### config.mk
export PLATFORM = sky130hd
export DESIGN_NAME = serial_magnitude_comparator_flat
export DESIGN_NICKNAME = d
export VERILOG_FILES = /design/src/rtl/serial_magnitude_comparator_if.sv /design/src/rtl/serial_magnitude_comparator.sv /design/src/flat_wrapper.sv
export SDC_FILE = /design/constraint.sdc
export NUM_CORES = 1
export LEC_CHECK = 0
export CORE_UTILIZATION = 50
export CTS_CLUSTER_SIZE = 25
export DETAILED_ROUTE_END_ITERATION = 10
export HOLD_SLACK_MARGIN = 0.1
export PLACE_DENSITY = 0.78
export SYNTH_ARGS = -nofsm -noshare
export SYNTH_HDL_FRONTEND = slang
export SYNTH_SLANG_ARGS = --single-unit
### constraint.sdc
create_clock -name clk -period 1.5 [get_ports clk]
set_clock_uncertainty 0.2 [all_clocks]
set_input_delay 0.45 -clock clk [delete_from_list [all_inputs] [get_ports clk]]
set_output_delay 0.45 -clock clk [all_outputs]
set_load 0.1 [all_outputs]
### src/rtl/serial_magnitude_comparator_if.sv
// Handshake and operand bundle for serial_magnitude_comparator.
// The master issues start/operands; the slave (comparator) returns status and flags.
interface serial_magnitude_comparator_if #(
  parameter int WIDTH = 8
);
  logic             start;
  logic [WIDTH-1:0] a;
  logic [WIDTH-1:0] b;
  logic             signed_mode;
  logic             busy;
  logic             done;
  logic             g;
  logic             l;
  logic             e;

  modport master (
    output start, a, b, signed_mode,
    input  busy, done, g, l, e
  );

  modport slave (
    input  start, a, b, signed_mode,
    output busy, done, g, l, e
  );
endinterface

### src/rtl/serial_magnitude_comparator.sv
// MSB-first multi-cycle magnitude comparator, DIGIT bits per clock, unsigned or signed.
// Optional macro CMP_EARLY_EXIT_EN: leave RUN on the first unequal digit.
module serial_magnitude_comparator #(
  parameter int WIDTH = 8,
  parameter int DIGIT = 1
) (
  input  logic                          clk,
  input  logic                          rst_n,
  serial_magnitude_comparator_if.slave  cmp_if
);

  localparam int N     = WIDTH / DIGIT;
  localparam int CNT_W = (N > 1) ? $clog2(N) : 1;

  generate
    if (WIDTH < 2 || DIGIT < 1 || (WIDTH % DIGIT) != 0) begin : gen_bad_params
      $error("serial_magnitude_comparator: WIDTH must be >= 2 and a multiple of DIGIT");
    end
  endgenerate

  typedef enum logic [1:0] {
    IDLE = 2'd0,
    RUN  = 2'd1,
    DONE = 2'd2
  } state_t;

  state_t             state_q, state_d;
  logic [WIDTH-1:0]   a_q, a_d;
  logic [WIDTH-1:0]   b_q, b_d;
  logic [CNT_W-1:0]   cnt_q, cnt_d;
  logic               gt_q, gt_d;
  logic               lt_q, lt_d;
  logic               g_q, g_d;
  logic               l_q, l_d;
  logic               e_q, e_d;

  logic [DIGIT-1:0]   a_dig;
  logic [DIGIT-1:0]   b_dig;
  logic               dig_gt;
  logic               dig_lt;
  logic               gt_new;
  logic               lt_new;
  logic               last_dig;
  logic               run_exit;
  logic               accept;

  // Operands shift left each RUN cycle, so the current digit is always at the top.
  assign a_dig    = a_q[WIDTH-1 -: DIGIT];
  assign b_dig    = b_q[WIDTH-1 -: DIGIT];
  assign dig_gt   = (a_dig > b_dig);
  assign dig_lt   = (a_dig < b_dig);
  assign gt_new   = gt_q | (~lt_q & dig_gt);
  assign lt_new   = lt_q | (~gt_q & dig_lt);
  assign last_dig = (cnt_q == CNT_W'(N - 1));
  assign accept   = cmp_if.start && ((state_q == IDLE) || (state_q == DONE));

`ifdef CMP_EARLY_EXIT_EN
  assign run_exit = last_dig | dig_gt | dig_lt;
`else
  assign run_exit = last_dig;
`endif

  always_comb begin
    state_d = state_q;
    a_d     = a_q;
    b_d     = b_q;
    cnt_d   = cnt_q;
    gt_d    = gt_q;
    lt_d    = lt_q;
    g_d     = g_q;
    l_d     = l_q;
    e_d     = e_q;

    case (state_q)
      IDLE, DONE: begin
        state_d = IDLE;
        if (accept) begin
          // Flipping both sign bits maps two's-complement order onto unsigned order.
          a_d     = {cmp_if.a[WIDTH-1] ^ cmp_if.signed_mode, cmp_if.a[WIDTH-2:0]};
          b_d     = {cmp_if.b[WIDTH-1] ^ cmp_if.signed_mode, cmp_if.b[WIDTH-2:0]};
          cnt_d   = '0;
          gt_d    = 1'b0;
          lt_d    = 1'b0;
          g_d     = 1'b0;
          l_d     = 1'b0;
          e_d     = 1'b0;
          state_d = RUN;
        end
      end
      RUN: begin
        a_d   = a_q << DIGIT;
        b_d   = b_q << DIGIT;
        cnt_d = cnt_q + 1'b1;
        gt_d  = gt_new;
        lt_d  = lt_new;
        if (run_exit) begin
          g_d     = gt_new;
          l_d     = lt_new;
          e_d     = ~gt_new & ~lt_new;
          state_d = DONE;
        end
      end
      default: begin
        state_d = IDLE;
      end
    endcase
  end

  always_ff @(posedge clk) begin
    if (!rst_n) begin
      state_q <= IDLE;
      a_q     <= '0;
      b_q     <= '0;
      cnt_q   <= '0;
      gt_q    <= 1'b0;
      lt_q    <= 1'b0;
      g_q     <= 1'b0;
      l_q     <= 1'b0;
      e_q     <= 1'b0;
    end else begin
      state_q <= state_d;
      a_q     <= a_d;
      b_q     <= b_d;
      cnt_q   <= cnt_d;
      gt_q    <= gt_d;
      lt_q    <= lt_d;
      g_q     <= g_d;
      l_q     <= l_d;
      e_q     <= e_d;
    end
  end

  assign cmp_if.busy = (state_q == RUN);
  assign cmp_if.done = (state_q == DONE);
  assign cmp_if.g    = g_q;
  assign cmp_if.l    = l_q;
  assign cmp_if.e    = e_q;

endmodule

### src/flat_wrapper.sv
// flat-port wrapper written by rule: the top's interface ports become plain ports
module serial_magnitude_comparator_flat 
#(
  parameter int WIDTH = 8,
  parameter int DIGIT = 1
)
  (clk, rst_n, cmp_if_start, cmp_if_a, cmp_if_b, cmp_if_signed_mode, cmp_if_busy, cmp_if_done, cmp_if_g, cmp_if_l, cmp_if_e);
  serial_magnitude_comparator_if #(.WIDTH(WIDTH)) cmp_if_i ();
  input  logic clk;
  input  logic rst_n;
  input wire logic [$bits(cmp_if_i.start)-1:0] cmp_if_start;
  input wire logic [$bits(cmp_if_i.a)-1:0] cmp_if_a;
  input wire logic [$bits(cmp_if_i.b)-1:0] cmp_if_b;
  input wire logic [$bits(cmp_if_i.signed_mode)-1:0] cmp_if_signed_mode;
  output wire logic [$bits(cmp_if_i.busy)-1:0] cmp_if_busy;
  output wire logic [$bits(cmp_if_i.done)-1:0] cmp_if_done;
  output wire logic [$bits(cmp_if_i.g)-1:0] cmp_if_g;
  output wire logic [$bits(cmp_if_i.l)-1:0] cmp_if_l;
  output wire logic [$bits(cmp_if_i.e)-1:0] cmp_if_e;
  assign cmp_if_i.start = cmp_if_start;
  assign cmp_if_i.a = cmp_if_a;
  assign cmp_if_i.b = cmp_if_b;
  assign cmp_if_i.signed_mode = cmp_if_signed_mode;
  assign cmp_if_busy = cmp_if_i.busy;
  assign cmp_if_done = cmp_if_i.done;
  assign cmp_if_g = cmp_if_i.g;
  assign cmp_if_l = cmp_if_i.l;
  assign cmp_if_e = cmp_if_i.e;
  serial_magnitude_comparator #(.WIDTH(WIDTH), .DIGIT(DIGIT)) u_core (.clk(clk), .rst_n(rst_n), .cmp_if(cmp_if_i));
endmodule
==> out/metrics.cfg, run 1 <==
[run_status]
run_status=finished with violations
failed_checks=negative setup slack

[route]
wl_per_cell_um=13.5
routed_wl_mm=2.43
vias=1033
antenna_left=0
via_per_inst=5.74
dr.pass1.iters=6
drcViolationCount=0
drtIter0Drc=18

[clock_network]
clkSinkCount=26
cts_buffers=3
insertion_delay_ps=310
cts_buffer_depth=2
clk_pin_slew_ps=130
postCtsHoldBufs=0
htree_levels=1
cts_tree=yes
root_buffer=clkbuf_4

[final_layout]
finalNetCount=176
drive_above_1_share_pct=23.0
num_antenna_cells=0
area_delta_synth_final_pct=27.4
post-route-util_pct=69.5
n_fill_cell=190

[setup_path]
worst-path-max-fanout=3
cp-end-kind=output pin
cp-start-kind=flip-flop
critPathMaxStageDelay_ps=390
crit_family=flip-flops
crit_chain=and2b_2 > buf_12
crit_buf_inv=1
arrival_ps=1090
crit_slowest_cell=dfxtp_4
crit_required_ps=850
critPathKind=flip-flop to output pin

[sta]
finalSetupTns_ps=-446
grt_setup_unrepaired=yes
period_needed_ps=1740
drv_slew=0
finalSetupViolCount=5
max_freq_mhz=575
finalCritPeriodShare_pct=116
tightest_slew_ps=245
setup_slack_ps=-240
slew_headroom_pct=83.7
finalHoldViolCount=0

[synth]
synth_top_area_share_pct=42.3
synth_common_cells=dfxtp_1, nand3_1, a21boi_1
ys_types=28
syn_area_um2=1230
synth_area_leaders=dfxtp_1, a21boi_1, a22oi_1, nand3_1, nand3_2
synth.most_common_cell=dfxtp_1
syn-num-nets=148
avgSynthCellArea_um2=9.76
synth_edf_count=0
synth-seq-area-share_pct=42.3
yosysTopAreaCell=dfxtp_1
ys_ff_latch=26
yosysWarnings=0
async_flop_share_pct=0
ys.flop_type=dfxtp_1
netlist_instances=126

[power_and_ir_drop]
p_leak_nw=0.605
ir_drop_v=0.000606
power_density_nw_per_um2=832

[global_routing]
grt_max_degree=22
antenna_found_initial=0
grt_pass1_wl_mm=3.69
grt_pass1_vias=877
grtUsageTotal_pct=18.9
overflow=0

[job]
drv_cap=0

[die]
die_y_um=51.6
num_rows=17
die_x_um=51.6
core-area_um2=2250
initial_core_util_pct=54.6
num_io_pins=25
dieArea_um2=2660

[worst_hold_path]
hold_class=flip-flop to flip-flop

[placed_design]
gp_congestion=0.758
dp_hpwl_mm=1.71
portBuffers=24

[sequential cells by signal, summed over array words and instances, names as in the netlist]
signal           flops
u_core.a_q           8
u_core.b_q           8
u_core.cmp_if.e      1
u_core.cmp_if.g      1
u_core.cmp_if.l      1
u_core.cnt_q         3
u_core.gt_q          1
u_core.lt_q          1
u_core.state_q       2
[cells in the final DEF (no fill, tap or decap), types with 4 or more instances in the layout]
cell type and n:
clkdlybuf4s50_1 19, dfxtp_1 21, buf_4 10, nand3_1 19
nand3_2 5, a22oi_1 14, buf_12 5, dfxtp_2 4
a21boi_1 16, nand2_1 5
[through the flow]
step	setup WS (ps)	cells	instance area, µm²	total power, mW	hold slack (ps)
floorplan	9.37	126	1230	0.950	245
global placement	-283	175	1510	1.02	253
detailed placement	-272	175	1510	1.03	258
CTS	-253	180	1560	1.31	276
global route	-290	180	1570	1.37	294
finish	-240	180	1570	1.30	274
[final timing paths]
kind,from,end,slack (ps),cells after the start
max,u_core.state_q[0],cmp_if_done,-240,2
min,u_core.a_q[0],u_core.a_q[0],270,2
max reg2reg,u_core.state_q[0],u_core.cmp_if.l,90,5
min reg2reg,u_core.a_q[0],u_core.a_q[0],270,2
[power by group]
group	switching, mW	internal (mW)
combinational	0.133	0.135
clock	0.188	0.0939
sequential	0.0254	0.728
[metal layers]
metal  GRT usage, %  wire length (µm)  part of all wire, %  up-vias
li1               -                 -                    -      509
met1           22.4              1060                   44      480
met2           32.9              1180                   49       42
met3           2.63               167                  6.9        2
met4           9.46                16                 0.66        0
met5              0                 0                    0        -
[logic make-up (layout without fill, tap and decap cells)]
family          after synthesis  count (layout)  share of synthesized area, %
compound gates               39              39                          23.5
fa+ha+maj                     2               2                          2.03
xor+xnor                      3               3                          2.14
buf+inv                      14              40                          10.2
simple gates                 42              42                          19.8
flops                        26              26                          42.3
[final cells by class]
class | count | area (µm²) | area share [%]
well taps | 28 | 35.0 | 2.24
inverters | 2 | 10.0 | 0.639
clock buffers | 3 | 22.5 | 1.44
repair buffers | 35 | 377 | 24.0
multi-input cells | 86 | 593 | 37.9
flip-flops and latches | 26 | 529 | 33.8
[tightest hold or removal path, cell delays in order, from the launching register on]
cell and delay, ps:
dfxtp_1 340, nand3_2 60, a21boi_2 40
[timing repair]
action | 4_1_cts | 5_1_grt
gates cloned | 0 | 0
buffers inserted | 2 | 0
endpoints found under the setup margin | 5 | 17
gates resized for setup | 5 | 2
pin swaps | 0 | 0
Note: power is estimated with default switching activity, not from simulation.
==> run 2, diff against run 1 <==
--- a/config.mk
+++ b/config.mk
@@ -6,10 +6,12 @@
 export NUM_CORES = 1
 export LEC_CHECK = 0
 export CORE_UTILIZATION = 50
+export CTS_CLUSTER_DIAMETER = 120
 export CTS_CLUSTER_SIZE = 25
 export DETAILED_ROUTE_END_ITERATION = 10
 export HOLD_SLACK_MARGIN = 0.1
 export PLACE_DENSITY = 0.78
+export SKIP_LAST_GASP = 1
 export SYNTH_ARGS = -nofsm -noshare
 export SYNTH_HDL_FRONTEND = slang
 export SYNTH_SLANG_ARGS = --single-unit
==> results of run 2 <==
Final layout, timing and power as in run 1 (identical DEF).
==> run 3, diff against run 2 <==
--- a/config.mk
+++ b/config.mk
@@ -9,6 +9,7 @@
 export CTS_CLUSTER_DIAMETER = 120
 export CTS_CLUSTER_SIZE = 25
 export DETAILED_ROUTE_END_ITERATION = 10
+export GPL_TIMING_DRIVEN = 0
 export HOLD_SLACK_MARGIN = 0.1
 export PLACE_DENSITY = 0.78
 export SKIP_LAST_GASP = 1
==> run 3 against run 2 <==
  * The flow still finishes with violations (negative setup slack)
  * Cell area up 5.8%
  * Register-to-register slack hardly changed
  * Die area is the same
  * Non-clock buffer count is 5 higher
  * Core utilization grew 4.0 points
  * Global-route usage is 3.9 points higher
  * Worst setup slack got worse by 64 ps
  * Highest routed layer unchanged
  * First-iteration DRC count up 83%
  * Via count increased by 4.5%
  * Critical path type unchanged
==> out/metrics.cfg, run 3 (synthesized netlist as in run 1, its figures left out) <==
[die]
die_x_um=51.6
core-area_um2=2250
die_y_um=51.6
initial_core_util_pct=54.6
num_io_pins=25
num_rows=17
dieArea_um2=2660

[run_status]
run_status=finished with violations
failed_checks=negative setup slack

[sta]
drv_slew=0
setup_slack_ps=-303
max_freq_mhz=555
tightest_slew_ps=406
finalHoldViolCount=0
finalSetupViolCount=5
grt_setup_unrepaired=yes
period_needed_ps=1800
hold_ws_ps=259
slew_headroom_pct=72.9
finalCritPeriodShare_pct=120

[global_routing]
grtUsageTotal_pct=22.8
grt_pass1_wl_mm=4.42
grt_max_degree=17
antenna_found_initial=0
grt_pass1_vias=962
overflow=0

[power_and_ir_drop]
power_mw=1.42
ir_drop_v=0.000560
power_density_nw_per_um2=857
p_leak_nw=0.656

[final_layout]
top_regs=u_core.a_q (8), u_core.b_q (8), u_core.cnt_q (3)
regArea_um2=529
drive_above_1_share_pct=26.6
area_delta_synth_final_pct=34.7
n_fill_cell=184
multiInputGateArea_um2=608
post-route-util_pct=73.5
stdcell_count=186
final_common_cell=dfxtp_1
num_antenna_cells=0
finalNetCount=181
layout_common_cells=dfxtp_1, nand3_1, clkdlybuf4s50_1
final_cell_area_um2=1660

[placed_design]
placed_cell_area_um2=1500
place_inst=177
gp_congestion=0.755
dp_hpwl_mm=1.81
portBuffers=23

[setup_path]
crit_required_ps=850
cp-start-kind=flip-flop
critPathKind=flip-flop to output pin
cp-end-kind=output pin
arrival_ps=1150
worst-path-max-fanout=2

[clock_network]
htree_levels=1
insertion_delay_ps=320
clk_pin_slew_ps=130
cts_buffer_depth=2
clkSinkCount=26
cts_buffers=3
cts_tree=yes
root_buffer=clkbuf_4

[route]
dr.pass1.iters=4
wl_per_cell_um=15.2
drcViolationCount=0
routed_wl_mm=2.82
via_per_inst=5.80
vias=1079
drtIter0Drc=33
antenna_left=0

[job]
drv_cap=0

[worst_hold_path]
hold_class=input port to flip-flop

-- run 3: cell types whose count changed in the layout (fill, tap and decap cells not counted), moves of 2 or more --
cell and delta:
clkbuf_1 +2, buf_6 +3, buf_12 +2, a22oi_1 -2, a22oi_2 +2, buf_4 -2
clkdlybuf4s50_1 -2
-- run 3: stage by stage --
stage / setup slack, ps / setup TNS [ps]
2_1_floorplan: 9.37 / 0
3_3_place_gp: -990 / -10230
3_5_place_dp: -992 / -11240
4_1_cts: -274 / -629
5_1_grt: -341 / -815
6_report: -303 / -646
-- run 3: timing repair --
item,CTS,global route
resized for setup,49,9
pin swaps,0,3
buffers inserted,4,1
endpoints found under the hold margin,0,0
hold buffers,0,0
endpoints found under the setup margin,15,16
gates cloned,0,1
-- run 3: worst max-delay path, cell delays in order, from the launching register on --
cell	delay [ps]
dfxtp_2	350
nand2b_4	140
inv_2	70
buf_6	110
buf_12	160
-- run 3: report_power, final --
group	leakage [nW]	switching (mW)	total, mW	internal, mW
logic	0.420	0.150	0.312	0.162
registers	0.215	0.0288	0.757	0.728
clock network	0.0210	0.202	0.351	0.149
total	0.656	0.381	1.42	1.04
-- run 3: layout make-up --
| cell class | count | area share (%) |
|---|---|---|
| Buffer | 11 | 6.80 |
| Inverter | 2 | 0.453 |
| Timing Repair Buffer | 29 | 19.8 |
| Tap cell | 28 | 2.11 |
| Clock buffer | 4 | 2.19 |
| Multi-Input combinational cell | 86 | 36.7 |
| Sequential cell | 26 | 31.9 |
-- run 3: layer usage --
metal  up-vias  routed length [µm]  global-route usage [%]
li1        515                   -                       -
met1       518                1250                    28.6
met2        41                1380                    38.5
met3         5                 145                    2.63
met4         0                  45                    10.8
met5         -                   0                       0
-- run 3: worst paths after layout --
path | start | end | slack (ps) | depth (start not counted)
setup / recovery | u_core.state_q[1] | cmp_if_busy | -300 | 4
hold / removal | rst_n | u_core.b_q[0] | 260 | 2
setup reg to reg | u_core.state_q[1] | u_core.cmp_if.l | 80 | 6
hold reg to reg | u_core.a_q[0] | u_core.a_q[0] | 280 | 2
